--- src/rtl/mem_arbiter_if.sv ---
// mem_arbiter_if: requester, response and RAM-side signals of the memory arbiter.
interface mem_arbiter_if #(
   parameter int unsigned ADDR_W = 8,
   parameter int unsigned DATA_W = 16
);
   logic              dbg_req;
   logic              data_req;
   logic              fetch_req;
   logic              dbg_we;
   logic              data_we;
   logic [ADDR_W-1:0] dbg_addr;
   logic [ADDR_W-1:0] data_addr;
   logic [ADDR_W-1:0] fetch_addr;
   logic [DATA_W-1:0] dbg_wdata;
   logic [DATA_W-1:0] data_wdata;
   logic              dbg_gnt;
   logic              data_gnt;
   logic              fetch_gnt;
   logic              dbg_valid;
   logic              data_valid;
   logic              fetch_valid;
   logic [DATA_W-1:0] rdata;
   logic              ram_cs;
   logic              ram_we;
   logic [ADDR_W-1:0] ram_addr;
   logic [DATA_W-1:0] ram_wdata;
   logic [DATA_W-1:0] ram_rdata;
   logic              busy;

   // Arbiter side
   modport slave (
      input  dbg_req, data_req, fetch_req, dbg_we, data_we,
      input  dbg_addr, data_addr, fetch_addr, dbg_wdata, data_wdata, ram_rdata,
      output dbg_gnt, data_gnt, fetch_gnt, dbg_valid, data_valid, fetch_valid,
      output rdata, ram_cs, ram_we, ram_addr, ram_wdata, busy
   );

   // Requesters and RAM, seen from outside the arbiter
   modport master (
      output dbg_req, data_req, fetch_req, dbg_we, data_we,
      output dbg_addr, data_addr, fetch_addr, dbg_wdata, data_wdata, ram_rdata,
      input  dbg_gnt, data_gnt, fetch_gnt, dbg_valid, data_valid, fetch_valid,
      input  rdata, ram_cs, ram_we, ram_addr, ram_wdata, busy
   );
endinterface

--- src/rtl/mem_arbiter.sv ---
// mem_arbiter: serialises debug, data and fetch accesses onto one single-port RAM.
// One access in flight; priority dbg > data > fetch, with fetch promoted over data
// after FETCH_MAX consecutive losses to data.
module mem_arbiter #(
   parameter int unsigned ADDR_W    = 8,
   parameter int unsigned DATA_W    = 16,
   parameter int unsigned RAM_LAT   = 1,
   parameter int unsigned FETCH_MAX = 3
) (
   input logic          clk,
   input logic          rst,
   mem_arbiter_if.slave bus
);

   typedef enum logic [1:0] {StIdle, StAccess, StWait, StResp} state_e;
   typedef enum logic [1:0] {WinNone, WinDbg, WinData, WinFetch} win_e;

   localparam logic [2:0] AgeMax   = 3'(FETCH_MAX);
   localparam logic [1:0] WaitInit = 2'(RAM_LAT - 1);

   state_e            state_q, state_d;
   win_e              win_q, win_d;
   logic              we_q, we_d;
   logic [ADDR_W-1:0] addr_q, addr_d;
   logic [DATA_W-1:0] wdata_q, wdata_d;
   logic [DATA_W-1:0] rdata_q, rdata_d;
   logic [1:0]        cnt_q, cnt_d;
   logic [2:0]        fetch_age_q, fetch_age_d;
   logic              fetch_wins;

   // Next state: arbitration in idle, RAM latency countdown, fetch ageing
   always_comb begin
      state_d     = state_q;
      win_d       = win_q;
      we_d        = we_q;
      addr_d      = addr_q;
      wdata_d     = wdata_q;
      rdata_d     = rdata_q;
      cnt_d       = cnt_q;
      fetch_age_d = fetch_age_q;
      fetch_wins  = bus.fetch_req && (!bus.data_req || (fetch_age_q == AgeMax));
      unique case (state_q)
         StIdle: begin
            if (bus.dbg_req) begin
               win_d   = WinDbg;
               we_d    = bus.dbg_we;
               addr_d  = bus.dbg_addr;
               wdata_d = bus.dbg_wdata;
            end else if (fetch_wins) begin
               win_d   = WinFetch;
               we_d    = 1'b0;
               addr_d  = bus.fetch_addr;
               wdata_d = '0;
            end else if (bus.data_req) begin
               win_d   = WinData;
               we_d    = bus.data_we;
               addr_d  = bus.data_addr;
               wdata_d = bus.data_wdata;
            end else begin
               win_d   = WinNone;
            end
            if (win_d != WinNone) state_d = StAccess;
            // A withdrawn or served fetch restarts its age; a dbg win leaves it alone
            if (!bus.fetch_req || (win_d == WinFetch)) begin
               fetch_age_d = '0;
            end else if ((win_d == WinData) && (fetch_age_q != AgeMax)) begin
               fetch_age_d = fetch_age_q + 3'd1;
            end
         end
         StAccess: begin
            state_d = StWait;
            cnt_d   = WaitInit;
         end
         StWait: begin
            if (cnt_q == 2'd0) begin
               rdata_d = bus.ram_rdata;
               state_d = StResp;
            end else begin
               cnt_d = cnt_q - 2'd1;
            end
         end
         StResp: begin
            state_d = StIdle;
         end
      endcase
   end

   // State and datapath registers, synchronous reset
   always_ff @(posedge clk) begin
      if (rst) begin
         state_q     <= StIdle;
         win_q       <= WinNone;
         we_q        <= 1'b0;
         addr_q      <= '0;
         wdata_q     <= '0;
         rdata_q     <= '0;
         cnt_q       <= '0;
         fetch_age_q <= '0;
      end else begin
         state_q     <= state_d;
         win_q       <= win_d;
         we_q        <= we_d;
         addr_q      <= addr_d;
         wdata_q     <= wdata_d;
         rdata_q     <= rdata_d;
         cnt_q       <= cnt_d;
         fetch_age_q <= fetch_age_d;
      end
   end

   // Outputs decoded from registered state only
   assign bus.dbg_gnt     = (state_q == StAccess) && (win_q == WinDbg);
   assign bus.data_gnt    = (state_q == StAccess) && (win_q == WinData);
   assign bus.fetch_gnt   = (state_q == StAccess) && (win_q == WinFetch);
   assign bus.dbg_valid   = (state_q == StResp) && (win_q == WinDbg);
   assign bus.data_valid  = (state_q == StResp) && (win_q == WinData);
   assign bus.fetch_valid = (state_q == StResp) && (win_q == WinFetch);
   assign bus.ram_cs      = (state_q == StAccess);
   assign bus.ram_we      = (state_q == StAccess) && we_q;
   assign bus.ram_addr    = addr_q;
   assign bus.ram_wdata   = wdata_q;
   assign bus.rdata       = rdata_q;
   assign bus.busy        = (state_q != StIdle);

endmodule

--- src/flat_wrapper.sv ---
// flat-port wrapper written by rule: the top's interface ports become plain ports
module mem_arbiter_flat 
#(
   parameter int unsigned ADDR_W    = 8,
   parameter int unsigned DATA_W    = 16,
   parameter int unsigned RAM_LAT   = 1,
   parameter int unsigned FETCH_MAX = 3
)
  (clk, rst, bus_dbg_req, bus_data_req, bus_fetch_req, bus_dbg_we, bus_data_we, bus_dbg_addr, bus_data_addr, bus_fetch_addr, bus_dbg_wdata, bus_data_wdata, bus_ram_rdata, bus_dbg_gnt, bus_data_gnt, bus_fetch_gnt, bus_dbg_valid, bus_data_valid, bus_fetch_valid, bus_rdata, bus_ram_cs, bus_ram_we, bus_ram_addr, bus_ram_wdata, bus_busy);
  mem_arbiter_if #(.ADDR_W(ADDR_W), .DATA_W(DATA_W)) bus_i ();
  input logic clk;
  input logic rst;
  input wire logic [$bits(bus_i.dbg_req)-1:0] bus_dbg_req;
  input wire logic [$bits(bus_i.data_req)-1:0] bus_data_req;
  input wire logic [$bits(bus_i.fetch_req)-1:0] bus_fetch_req;
  input wire logic [$bits(bus_i.dbg_we)-1:0] bus_dbg_we;
  input wire logic [$bits(bus_i.data_we)-1:0] bus_data_we;
  input wire logic [$bits(bus_i.dbg_addr)-1:0] bus_dbg_addr;
  input wire logic [$bits(bus_i.data_addr)-1:0] bus_data_addr;
  input wire logic [$bits(bus_i.fetch_addr)-1:0] bus_fetch_addr;
  input wire logic [$bits(bus_i.dbg_wdata)-1:0] bus_dbg_wdata;
  input wire logic [$bits(bus_i.data_wdata)-1:0] bus_data_wdata;
  input wire logic [$bits(bus_i.ram_rdata)-1:0] bus_ram_rdata;
  output wire logic [$bits(bus_i.dbg_gnt)-1:0] bus_dbg_gnt;
  output wire logic [$bits(bus_i.data_gnt)-1:0] bus_data_gnt;
  output wire logic [$bits(bus_i.fetch_gnt)-1:0] bus_fetch_gnt;
  output wire logic [$bits(bus_i.dbg_valid)-1:0] bus_dbg_valid;
  output wire logic [$bits(bus_i.data_valid)-1:0] bus_data_valid;
  output wire logic [$bits(bus_i.fetch_valid)-1:0] bus_fetch_valid;
  output wire logic [$bits(bus_i.rdata)-1:0] bus_rdata;
  output wire logic [$bits(bus_i.ram_cs)-1:0] bus_ram_cs;
  output wire logic [$bits(bus_i.ram_we)-1:0] bus_ram_we;
  output wire logic [$bits(bus_i.ram_addr)-1:0] bus_ram_addr;
  output wire logic [$bits(bus_i.ram_wdata)-1:0] bus_ram_wdata;
  output wire logic [$bits(bus_i.busy)-1:0] bus_busy;
  assign bus_i.dbg_req = bus_dbg_req;
  assign bus_i.data_req = bus_data_req;
  assign bus_i.fetch_req = bus_fetch_req;
  assign bus_i.dbg_we = bus_dbg_we;
  assign bus_i.data_we = bus_data_we;
  assign bus_i.dbg_addr = bus_dbg_addr;
  assign bus_i.data_addr = bus_data_addr;
  assign bus_i.fetch_addr = bus_fetch_addr;
  assign bus_i.dbg_wdata = bus_dbg_wdata;
  assign bus_i.data_wdata = bus_data_wdata;
  assign bus_i.ram_rdata = bus_ram_rdata;
  assign bus_dbg_gnt = bus_i.dbg_gnt;
  assign bus_data_gnt = bus_i.data_gnt;
  assign bus_fetch_gnt = bus_i.fetch_gnt;
  assign bus_dbg_valid = bus_i.dbg_valid;
  assign bus_data_valid = bus_i.data_valid;
  assign bus_fetch_valid = bus_i.fetch_valid;
  assign bus_rdata = bus_i.rdata;
  assign bus_ram_cs = bus_i.ram_cs;
  assign bus_ram_we = bus_i.ram_we;
  assign bus_ram_addr = bus_i.ram_addr;
  assign bus_ram_wdata = bus_i.ram_wdata;
  assign bus_busy = bus_i.busy;
  mem_arbiter #(.ADDR_W(ADDR_W), .DATA_W(DATA_W), .RAM_LAT(RAM_LAT), .FETCH_MAX(FETCH_MAX)) u_core (.clk(clk), .rst(rst), .bus(bus_i));
endmodule
--- config.mk ---
export PLATFORM = sky130hd
export DESIGN_NAME = mem_arbiter_flat
export DESIGN_NICKNAME = d
export VERILOG_FILES = /design/src/rtl/mem_arbiter_if.sv /design/src/rtl/mem_arbiter.sv /design/src/flat_wrapper.sv
export SDC_FILE = /design/constraint.sdc
export NUM_CORES = 1
export LEC_CHECK = 0
export ABC_AREA = 1
export BUFFER_PORTS_ARGS = -buffer_cell sky130_fd_sc_hd__buf_2
export CAP_MARGIN = 20
export CORE_MARGIN = 2
export CORE_UTILIZATION = 50
export DETAILED_ROUTE_END_ITERATION = 8
export PLACE_DENSITY = 0.91
export REMOVE_ABC_BUFFERS = 1
export SETUP_SLACK_MARGIN = 0.2
export SLEW_MARGIN = 15
export SYNTH_ARGS = -nofsm -noshare
export SYNTH_HDL_FRONTEND = slang
export SYNTH_SLANG_ARGS = --single-unit
--- constraint.sdc ---
create_clock -name clk -period 4 [get_ports clk]
set_clock_uncertainty 0.15 [all_clocks]
set_input_delay 0.8 -clock clk [delete_from_list [all_inputs] [get_ports clk]]
set_output_delay 0.8 -clock clk [all_outputs]
set_load 0.03 [all_outputs]
* After elaboration in Yosys (flattened, before gate mapping)
Cells that the tools add are included.
Storage, ports and cells: latch bits 0, memories 0, output and inout port bits 49, bits in read-only memories 0, input port bits 79, bits in writable memories 0, bits in registers 50, word-level logic and storage cells 68
Cells by class: multipliers 0, reduce and logical (&&, ||, !) cells 25, bitwise logic cells 0, eq/ne operators 13, shift-type cells 0, $lt $le $gt $ge 0, divide/modulo/power cells 0, add/sub/neg operators 2, multiplexer cells 20
Operator list (count):
- $mux 16 | 3
- $mux 8 | 3
- $mux 2 | 7
- $eq 2x2->1 const B | 6
- $reduce_and 2->1 | 5
- $logic_and 1x1->1 | 9
- $pmux 2 s4 | 1
- $reduce_bool 2->1 | 4
- $mux 3 | 2
- $eq 2x1->1 const B | 2
- $logic_not 2->1 | 2
- $ne 2x1->1 const B | 2
- $pmux 2 s2 | 1
- $add 3x1->3 const B | 1
- $eq 3x2->1 const B | 1
- $mux 1 | 3
- $ne 3x2->1 const B | 1
- $reduce_bool 3->1 | 1
- $logic_not 1->1 | 2
- $logic_or 1x1->1 | 2
- $ne 2x2->1 const B | 1
- $sub 2x1->2 const B | 1

* Logic depth before layout (Yosys ltp)
Gate-level depths: netlist of run 1.
depth after elaboration 10, gate-level depth with buffers 10, mapped depth without buffers 9

* Least setup slack after synthesis of run 1
No wires, ideal clock.
path kind reg-to-output, start point reg u_core.state_q[1], end point out bus_data_gnt, arrival 1.530 ns, cell stages (with the launch flop) 5, buffers on the path 0, path slack 1.520 ns, data required time 3.050 ns, path through dfxtp_1 inv_1 ha_1 inv_1 nor3_1
Between the ends: word-level cells in the longest chain between the ends 2
RTL lines:
- start, declared | line mem_arbiter.sv:21 | state_e state_q, state_d;
- start signal, assigned | line mem_arbiter.sv:91 | state_q <= StIdle;
- start signal, assigned | line mem_arbiter.sv:100 | state_q <= state_d;
- $eq 2x1->1
- net bus_ram_cs | line flat_wrapper.sv:31 | output wire logic [$bits(bus_i.ram_cs)-1:0] bus_ram_cs;
- $logic_and 1x1->1 | line mem_arbiter.sv:113 | assign bus.data_gnt = (state_q == StAccess) && (win_q == WinData);
- end, declared | line flat_wrapper.sv:25 | output wire logic [$bits(bus_i.data_gnt)-1:0] bus_data_gnt;
The timed path passes the listed nets, and every way through them passes these cells.

* Worst setup path after layout of run 1
start point reg u_core.state_q[1], end point out bus_fetch_gnt
Between the ends: word-level cells in the longest chain between the ends 2
RTL lines:
- $eq 2x1->1 | line mem_arbiter.sv:114 | assign bus.fetch_gnt = (state_q == StAccess) && (win_q == WinFetch);
- $logic_and 1x1->1 | line mem_arbiter.sv:114
- end, declared | line flat_wrapper.sv:26 | output wire logic [$bits(bus_i.fetch_gnt)-1:0] bus_fetch_gnt;
Every way passes these cells.

==> key figures, run 1 <==
Die
  – # rows: 26
  – I/O Pins: 128
  – Die X: 77.44 um
  – Initial core utilization: 52.46%
  – Area of the core: 5140 um^2
  – Die Area: 5996 um^2
  – Die Span Y: 77.44 um

Cells and area
  – Layout cells sized above 1: 27.93%
  – Fin nets: 640
  – Final std cells w/o fill: 625
  – Antenna diodes: 0
  – Area grow syn2layout: 26.82%
  – Layout fillers: 488

Timing
  – Worst slew margin: 69.26%
  – Final min period: 2363 ps
  – Final Cycle Share: 59.09%
  – Final Hold Fails: 0
  – Max Fclk: 423.1 MHz
  – RSZ-0062 raised after global routing: no
  – Sum of negative setup slack: 0 ps
  – Least-Margin Pin Slew: 461.1 ps
  – Setup-failing EPs final: 0
  – Max-slew violation count: 0

Logic synthesis
  – Synth warn: 0
  – Syn Std Cell Area: 2696 um^2
  – Gate Count Post-Synth: 436
  – EDFF count, synth: 0
  – Synth cell types: 23
  – Primary FF master, synth: dfxtp_1
  – Ys async rst share: 0%
  – Avg Cell Area, Syn: 6.184 um^2
  – #FFs+latches synth: 50
  – Register area share after synthesis: 37.12%

GRT
  – GRT Util Overall: 21.39%
  – First-pass GRT wire length: 10560 um
  – Total gr overflow: 0
  – Via count of the first global-routing pass: 2614
  – Pin count of the biggest net entering global routing: 35
  – Initial antenna violation count: 0

Worst setup path
  – Crit path capture type: primary output
  – Crit. Startpoint: u_core.state_q[1]$_SDFFE_PP0P_
  – Crit path DAT: 1410 ps
  – Critical path peak fanout: 4
  – Kind of critical path: reg2out
  – Reg2reg start: u_core.state_q[0]$_SDFFE_PP0P_
  – Crit start category: register
  – Req. time, crit path: 3050 ps

Drt
  – Remaining DRCs: 0
  – DR vias: 2861
  – DRT iter0 DRCs: 160
  – Vias/cell: 4.578
  – WL per Instance: 10.26 um
  – Pre-Repair DR Iteration Count: 5
  – Routed Antenna Nets: 0
  – Final WL: 6414 um

Power and ir drop
  – Peak VDD IR: 0.0002631 V
  – Total power: 2.050 mW
  – Pleak: 2.034 nW
  – PD cells: 599.4 nW/um^2

Clock tree
  – Total clock sinks: 50
  – Postcts setup bufs: 0
  – Worst-path clk slew: 90 ps
  – Cts bufs inserted: 5
  – Clock latency on the worst-skew pair: 300 ps
  – Longest Clk Path Bufs: 2
  – CTS tree: yes
  – CTS H-tree lvls: 2
  – CTS root buffer: clkbuf_8
  – # resized after CTS: 0
  – Cts hold-fix bufs: 0

Placed design
  – HPWL Detailed: 4861 um
  – I/O Buffers: 127
  – Placed cells: 617
  – Routability Congestion: 0.8556

Outcome
  – Status: finished, final reports clean

Min path
  – Hold Crit Class: reg2reg
  – Min-delay src: u_core.fetch_age_q[2]$_SDFFE_PP0P_

Run
  – Max-Cap Viols: 0
## where the power goes
part | internal, mW | leakage (nW) | switching [mW]
logic | 0.304 | 1.58 | 0.721
registers | 0.646 | 0.412 | 0.0784
clock network | 0.126 | 0.0447 | 0.173
total | 1.08 | 2.03 | 0.973
## stage by stage
step           hold WS (ps)  instance area, um^2  setup WS [ps]  util [%]
2_1_floorplan         287.5                 2595           1520         -
3_3_place_gp          302.3                 3326           1473     64.70
3_5_place_dp          308.7                 3326           1401     64.70
4_1_cts               323.4                 3420           1615     66.53
5_1_grt               359.9                 3420           1534     66.53
6_report              320.3                 3420           1637     66.53
## layer usage
layer | vias up | GRT usage [%] | part of all wire, %
met5 | - | 0 | 0
met4 | 0 | 8.750 | 1.8
met3 | 10 | 4.535 | 6.5
met2 | 97 | 39.91 | 50
met1 | 1235 | 23.29 | 42
li1 | 1519 | - | -
## path summary, 6_finish.rpt
| check | cells past startpoint | to | slack (ps) |
|---|---|---|---|
| max | 5 | bus_fetch_gnt | 1640 |
| min | 2 | u_core.fetch_age_q[2]$_SDFFE_PP0P_ | 320 |
| max reg2reg | 7 | u_core.bus.ram_wdata[13]$_SDFFE_PP0P_ | 2060 |
| min reg2reg | 2 | u_core.fetch_age_q[2]$_SDFFE_PP0P_ | 320 |
## Yosys cell counts (2+ instances only)
master / number / share of area, %
inv_1: 81 / 11
nor2_1: 84 / 12
inv_2: 2 / 0.28
nand2_1: 114 / 16
buf_4: 4 / 1.1
dfxtp_1: 50 / 37
nor3_1: 6 / 1.1
buf_2: 6 / 1.1
a21oi_1: 14 / 2.6
nand3_1: 20 / 3.7
o21ai_0: 19 / 3.5
ha_1: 7 / 3.2
clkbuf_1: 5 / 0.70
buf_6: 2 / 0.84
nor2_2: 11 / 2.6
nand2_4: 4 / 1.7
## registers in the layout (all words and copies together), names as in the netlist
signal / cells
u_core.bus.ram_addr: 8
u_core.bus.ram_wdata: 16
u_core.bus.rdata: 16
u_core.cnt_q: 2
u_core.fetch_age_q: 3
u_core.state_q: 2
u_core.we_q: 1
u_core.win_q: 2
## cells by family (layout without fill, tap and decap cells)
kind of cell	Yosys count	count (layout)	share of synthesized area, %
buffers and inverters	101	220	15.45
AND/OR/NAND/NOR	242	242	37.31
AO/OA/AOI/OAI	36	36	6.868
flip-flops	50	50	37.12
adder cells (fa/ha/maj)	7	7	3.248
## layout make-up
class	count	area (um^2)	area share, %
multi-input combinational	285	1279	37.39
timing repair buffer	128	643.1	18.81
clock buffer	5	68.82	2.012
sequential	50	1001	29.27
inverter	84	315.3	9.221
clock inverter	3	25.02	0.7318
tap	70	87.58	2.561
## placed cells by master, fill, tap and decap left out
| cell type | n |
|---|---|
| inv_2 | 2 |
| o21ai_0 | 19 |
| nand2_1 | 114 |
| or2_2 | 1 |
| o21a_1 | 1 |
| nor2_1 | 84 |
| nand2_4 | 4 |
| a31oi_1 | 1 |
| clkinv_1 | 1 |
| inv_1 | 81 |
| and2_1 | 1 |
| o22ai_1 | 1 |
| clkinvlp_4 | 1 |
| clkbuf_8 | 5 |
| nand3_1 | 20 |
| dfxtp_1 | 50 |
| ha_1 | 7 |
| buf_4 | 1 |
| nor2_2 | 11 |
| a21oi_1 | 14 |
| nand2_2 | 1 |
| buf_2 | 127 |
| clkinv_4 | 1 |
| inv_6 | 1 |
| nor3_1 | 6 |
## critical path, cell delays in order, from the launching register on
cell	delay, ps
dfxtp_1	350
inv_1	90
ha_1	210
inv_1	90
nor3_1	140
buf_2	230
Power figures use the tool's default switching activity.
==> inputs of run 2 (changes only) <==
--- a/config.mk
+++ b/config.mk
@@ -9,9 +9,9 @@
 export BUFFER_PORTS_ARGS = -buffer_cell sky130_fd_sc_hd__buf_2
 export CAP_MARGIN = 20
 export CORE_MARGIN = 2
-export CORE_UTILIZATION = 50
+export CORE_UTILIZATION = 47
 export DETAILED_ROUTE_END_ITERATION = 8
-export PLACE_DENSITY = 0.91
+export PLACE_DENSITY = 0.87
 export REMOVE_ABC_BUFFERS = 1
 export SETUP_SLACK_MARGIN = 0.2
 export SLEW_MARGIN = 15
==> constraint.sdc (replaced) <==
create_clock -name clk -period 2.5 [get_ports clk]
set_clock_uncertainty 0.15 [all_clocks]
set_input_delay 0.5 -clock clk [delete_from_list [all_inputs] [get_ports clk]]
set_output_delay 0.5 -clock clk [all_outputs]
set_load 0.03 [all_outputs]
==> key figures, run 2 (synthesis gave the netlist of run 1 again) <==
Power and ir drop
  – PD cells: 977.3 nW/um^2 (+63%)
  – Combinational share of power: 48.7% (-1.3 points)
  – Pleak: 2.053 nW (+0.91%)
  – P_int: 1.822 mW (+69%)
  – Total power: 3.370 mW (+64%)
  – Clk pwr share: 16.9% (+2.3 points)
  – Switching share of power: 45.94% (-1.5 points)
  – Psw: 1.548 mW (+59%)
  – Sequential power share: 34.5% (-0.9 points)
  – Peak VDD IR: 0.0004667 V (+77%)

Die
  – Die X: 79.74 um (+3.0%)
  – Die Span Y: 79.74 um (+3.0%)
  – Die Area: 6358 um^2 (+6.0%)
  – Area of the core: 5540 um^2 (+7.8%)
  – # rows: 27 (+3.8%)
  – I/O Pins: 128 (unchanged)
  – Initial core utilization: 48.67% (-3.8 points)

Worst setup path
  – Crit start category: register
  – Req. time, crit path: 1850 ps (-1200 ps)
  – Reg2Reg Capture Point: u_core.bus.rdata[9]$_SDFFE_PP0P_
  – Kind of critical path: reg2out
  – Reg2reg start: u_core.state_q[0]$_SDFFE_PP0P_
  – Reg2reg setup slack: 550 ps (-1510 ps)
  – FF-to-FF path depth: 6 (-1)
  – Critical path peak fanout: 4 (unchanged)
  – Crit path capture type: primary output
  – Crit path DAT: 1430 ps (+20 ps)

Placed design
  – I/O Buffers: 127 (unchanged)
  – Dpl cell area: 3336 um^2 (+0.30%)
  – HPWL Detailed: 4929 um (+1.4%)
  – Routability Congestion: 0.8202 (-4.1%)

Timing
  – Final min period: 2083 ps
  – Setup-failing EPs final: 0 (unchanged)
  – Max-slew violation count: 0 (unchanged)
  – Worst slew margin: 66.12% (-3.1 points)
  – Hold WS: 302.1 ps (-18.18 ps)
  – Least-Margin Pin Slew: 507.6 ps (+46.55 ps)
  – Sum of negative setup slack: 0 ps (unchanged)
  – RSZ-0062 raised after global routing: no
  – Max Fclk: 480.2 MHz
  – Final Hold Fails: 0 (unchanged)
  – Final Cycle Share: 83.30%

Drt
  – Remaining DRCs: 0 (unchanged)
  – Vias/cell: 4.594 (+0.36%)
  – DRT iter0 DRCs: 99 (-38%)
  – DR vias: 2885 (+0.84%)
  – Pre-Repair DR Iteration Count: 4 (-1)
  – Final WL: 6440 um (+0.41%)
  – Routed Antenna Nets: 0 (unchanged)
  – WL per Instance: 10.25 um (about the same)

Min path
  – Hold Crit Depth: 3 (+1)
  – Min-delay src: bus_ram_rdata[7]
  – Hold endpoint: u_core.bus.rdata[7]$_SDFFE_PP0P_
  – Hold Crit Class: in2reg

Cells and area
  – Layout cells sized above 1: 28.06% (+0.13 points)
  – Most frequent cells in the layout: 127 x buf_2, 114 x nand2_1, 84 x nor2_1, 81 x inv_1, 50 x dfxtp_1
  – Area grow syn2layout: 27.89%
  – Antenna diodes: 0 (unchanged)
  – Fin nets: 641 (+0.16%)
  – Finished Cell Area: 3448 um^2 (+0.84%)
  – Most common cell after layout, fill and taps aside: buf_2
  – Layout fillers: 531 (+8.8%)

GRT
  – Total gr overflow: 0 (unchanged)
  – Pin count of the biggest net entering global routing: 39 (+11%)
  – Via count of the first global-routing pass: 2453 (-6.2%)
  – Initial antenna violation count: 0 (unchanged)
  – Met1 Usage GRT: 23.79% (+0.50 points)
  – GR Util met3: 3.733% (-0.80 points)
  – Met2 Usage GRT: 35.97% (-3.9 points)
  – GRT Util Overall: 19.69% (-1.7 points)
  – First-pass GRT wire length: 10210 um (-3.3%)
  – GR peak layer: met2

Clock tree
  – CTS root buffer: clkbuf_8
  – CTS tree: yes
  – Longest Clk Path Bufs: 2 (unchanged)
  – Clock latency on the worst-skew pair: 290 ps (about the same)
  – # resized after CTS: 0 (unchanged)
  – Total clock sinks: 50 (unchanged)
  – Worst-path clk slew: 90 ps (about the same)
  – Cts hold-fix bufs: 0 (unchanged)
  – Postcts setup bufs: 0 (unchanged)
  – Cts bufs inserted: 5 (unchanged)
  – CTS H-tree lvls: 2 (unchanged)

Outcome
  – Status: finished, final reports clean

Run
  – Max-Cap Viols: 0 (unchanged)
==> run 2: cell count changes in the layout (fill, tap and decap cells not counted) <==
cell	change
buf_4	+1
bufinv_16	+1
clkinv_2	+1
clkinv_4	-1
clkinvlp_4	-1
==> run 2: worst max-delay path by stage <==
| stage | end | from |
|---|---|---|
| after floorplan | bus_data_gnt | u_core.state_q[1]$_SDFFE_PP0P_ |
| after global placement | u_core.we_q$_SDFFE_PP0P_ | bus_fetch_req |
| after detailed placement | u_core.bus.rdata[0]$_SDFFE_PP0P_ | u_core.state_q[0]$_SDFFE_PP0P_ |
| after CTS | bus_dbg_gnt | u_core.state_q[1]$_SDFFE_PP0P_ |
| after global routing | u_core.bus.rdata[4]$_SDFFE_PP0P_ | u_core.state_q[0]$_SDFFE_PP0P_ |
| final | bus_fetch_gnt | u_core.state_q[1]$_SDFFE_PP0P_ |
==> run 2: layout make-up <==
cell class,count,area (um^2),area share [%]
clock buffer,5,68.82,1.996
clock inverter,3,43.79,1.270
inverter,84,315.3,9.144
multi-input combinational,285,1279,37.08
sequential,50,1001,29.03
tap,72,90.09,2.612
timing repair buffer,129,650.6,18.87
==> run 2: power by group through the flow <==
stage               Sequential, mW  Clock (mW)  Combinational, mW
global route                  1.19       0.613               1.84
floorplan                     1.58           0              0.774
finish                        1.16       0.568               1.64
detailed placement            1.18           0               1.64
CTS                           1.16       0.583               1.65
global placement              1.17           0               1.61
==> run 2: metrics by stage <==
stage | util (%) | std cells | worst slack, ps
6_report | 62.24 | 628 | 417.4
5_1_grt | 62.24 | 628 | 340.3
4_1_cts | 62.24 | 628 | 432.2
3_5_place_dp | 60.21 | 620 | 572.5
3_3_place_gp | 60.21 | 620 | 610.0
2_1_floorplan | - | 419 | 320.2
==> run 2: per-layer routing <==
| layer | vias to the layer above | routed length (um) |
|---|---|---|
| li1 | 1518 | - |
| met1 | 1267 | 2899 |
| met2 | 96 | 3109 |
| met3 | 4 | 389 |
| met4 | 0 | 42 |
| met5 | - | 0 |
==> run 2: critical path: stages (launching register included) <==
cell and delay, ps:
dfxtp_1 350, inv_1 90, ha_1 230, inv_1 100, nor3_1 150, buf_2 230
==> inputs of run 3 (changes only) <==
--- a/config.mk
+++ b/config.mk
@@ -9,9 +9,9 @@
 export BUFFER_PORTS_ARGS = -buffer_cell sky130_fd_sc_hd__buf_2
 export CAP_MARGIN = 20
 export CORE_MARGIN = 2
-export CORE_UTILIZATION = 47
+export CORE_UTILIZATION = 42
 export DETAILED_ROUTE_END_ITERATION = 8
-export PLACE_DENSITY = 0.87
+export PLACE_DENSITY = 0.82
 export REMOVE_ABC_BUFFERS = 1
 export SETUP_SLACK_MARGIN = 0.2
 export SLEW_MARGIN = 15
==> constraint.sdc (replaced) <==
create_clock -name clk -period 1.7 [get_ports clk]
set_clock_uncertainty 0.15 [all_clocks]
set_input_delay 0.34 -clock clk [delete_from_list [all_inputs] [get_ports clk]]
set_output_delay 0.34 -clock clk [all_outputs]
set_load 0.03 [all_outputs]
==> key figures, run 3 (synthesis gave the netlist of run 1 again) <==
Power and ir drop
  – PD cells: 1394 nW/um^2 (+43%)
  – Pleak: 2.187 nW (+6.6%)
  – Total power: 5.620 mW (+67%)
  – Peak VDD IR: 0.0008852 V (+90%)

Worst setup path
  – Cell mode on critical path: inv_4
  – CP delay by family, top: flip-flops
  – Req. time, crit path: 1210 ps (-640 ps)
  – CP cell instances: inv_4 -> ha_4 -> inv_4 -> nor3_2 -> buf_4
  – Kind of critical path: reg2out
  – Crit path DAT: 1250 ps (-180 ps)
  – Slowest CP cell: dfxtp_4
  – Crit start category: register
  – Critical path peak fanout: 3 (-1)
  – CP peak stage delay: 370 ps (+20 ps)
  – Crit path capture type: primary output
  – CP Buf/Inv Count: 3 (unchanged)

Placed design
  – Routability Congestion: 0.8039 (-2.0%)
  – Worst slack, placed: 8.955 ps (-563.6 ps)
  – Dpl cell area: 3400 um^2 (+1.9%)
  – I/O Buffers: 127 (unchanged)
  – HPWL Detailed: 5002 um (+1.5%)

Cells and area
  – Area of the multi-input gates: 1603 um^2 (+25%)
  – Layout fillers: 561 (+5.6%)
  – Finished Cell Area: 4030 um^2 (+17%)
  – Layout cells sized above 1: 38.39% (+10 points)
  – Most frequent cells in the layout: 118 x buf_2, 110 x nand2_1, 76 x inv_1, 72 x nor2_1, 44 x dfxtp_1
  – Antenna diodes: 0 (unchanged)
  – Most common cell after layout, fill and taps aside: buf_2
  – Area grow syn2layout: 49.47%
  – Fin nets: 658 (+2.7%)
  – Area occupied by registers: 1013 um^2 (+1.2%)

Outcome
  – Failing checks: negative setup slack
  – Status: finished with violations

Die
  – Die Area: 7077 um^2 (+11%)
  – Die Span Y: 84.13 um (+5.5%)
  – Area of the core: 6277 um^2 (+13%)
  – # rows: 29 (+7.4%)
  – Die X: 84.13 um (+5.5%)
  – I/O Pins: 128 (unchanged)
  – Initial core utilization: 42.95% (-5.7 points)

Clock tree
  – CTS root buffer: clkbuf_8
  – Cts hold-fix bufs: 0 (unchanged)
  – Clock latency on the worst-skew pair: 300 ps (about the same)
  – Worst-path clk slew: 100 ps (about the same)
  – Longest Clk Path Bufs: 2 (unchanged)
  – Cts bufs inserted: 5 (unchanged)
  – CTS H-tree lvls: 2 (unchanged)
  – Total clock sinks: 50 (unchanged)
  – CTS tree: yes

Run
  – Max-Cap Viols: 0 (unchanged)

Drt
  – Pre-Repair DR Iteration Count: 4 (unchanged)
  – Routed Antenna Nets: 0 (unchanged)
  – DRT iter0 DRCs: 110 (+11%)
  – WL per Instance: 11.87 um (+16%)
  – DR vias: 2990 (+3.6%)
  – Final WL: 7718 um (+20%)
  – Vias/cell: 4.600 (+0.13%)
  – Remaining DRCs: 0 (unchanged)

Timing
  – Setup-failing EPs final: 5 (+5)
  – Worst slew margin: 70.87% (+4.7 points)
  – Hold WS: 109.0 ps (-193.1 ps)
  – Final Hold Fails: 0 (unchanged)
  – RSZ-0062 raised after global routing: yes
  – Final Cycle Share: 102.5%
  – Max-slew violation count: 0 (unchanged)
  – Sum of negative setup slack: -74.35 ps (-74.35 ps)
  – Least-Margin Pin Slew: 437.0 ps (-70.62 ps)
  – Max Fclk: 573.8 MHz
  – Final worst slack: -42.89 ps (-460.3 ps)
  – Final min period: 1743 ps

GRT
  – Via count of the first global-routing pass: 2848 (+16%)
  – Pin count of the biggest net entering global routing: 45 (+15%)
  – First-pass GRT wire length: 12370 um (+21%)
  – GRT Util Overall: 21.02% (+1.3 points)
  – Initial antenna violation count: 0 (unchanged)
  – Total gr overflow: 0 (unchanged)

Min path
  – Hold Crit Class: in2reg
## run 3: cell types whose count changed in the layout (fill, tap and decap cells not counted), sizes merged
cell      before  now
buf          129  144
bufinv         1    2
clkinvlp       0    1
inv           84   82
nand2        119  121
## run 3: repair_timing
action                                  CTS  global route
buffers inserted                          9             0
gates resized for setup                  58            47
cloned                                    2             0
endpoints found under the setup margin   53            56
pin swaps                                23            18
## run 3: path summary, 6_finish.rpt
| kind | slack (ps) | depth (start not counted) | to | startpoint |
|---|---|---|---|---|
| max | -40 | 5 | bus_fetch_gnt | u_core.state_q[1]$_SDFFE_PP0P_ |
| min | 110 | 2 | u_core.state_q[1]$_SDFFE_PP0P_ | rst |
| max reg2reg | 90 | 10 | u_core.bus.ram_wdata[13]$_SDFFE_PP0P_ | u_core.fetch_age_q[1]$_SDFFE_PP0P_ |
| min reg2reg | 330 | 2 | u_core.fetch_age_q[2]$_SDFFE_PP0P_ | u_core.fetch_age_q[2]$_SDFFE_PP0P_ |
## run 3: per-layer routing
metal	GRT usage [%]	wire (um)	up-vias
li1	-	-	1561
met1	26.12	3400	1329
met2	37.16	3826	88
met3	3.363	383	12
met4	6.598	108	0
met5	0	0	-
## run 3: worst register-to-register path, stage by stage (launching register included)
cell and delay (ps):
dfxtp_2 350, ha_4 170, ha_4 160, inv_4 60, nand2_4 70, nand2_8 80, buf_12 150, nand2_8 100
nor2_4 120, nor2_2 50, nor2_1 90
## run 3: stage by stage
step,cells,util [%]
2_1_floorplan,419,-
3_3_place_gp,631,54.16
3_5_place_dp,631,54.16
4_1_cts,650,61.49
5_1_grt,650,64.20
6_report,650,64.20
## run 3: power breakdown
| group | switching (mW) | internal, mW | total (mW) | leakage [nW] |
|---|---|---|---|---|
| Clock | 0.406 | 0.590 | 0.996 | 0.0683 |
| Sequential | 0.209 | 1.54 | 1.74 | 0.415 |
| Combinational | 1.89 | 0.985 | 2.88 | 1.70 |
## run 3: cell type report
class	count	share of cell area, %
multi-input cells	287	39.77
flip-flops and latches	50	25.15
repair buffers	144	20.99
inverters	84	8.289
well taps	77	2.391
clock buffers	5	1.708
clock inverters	3	1.708
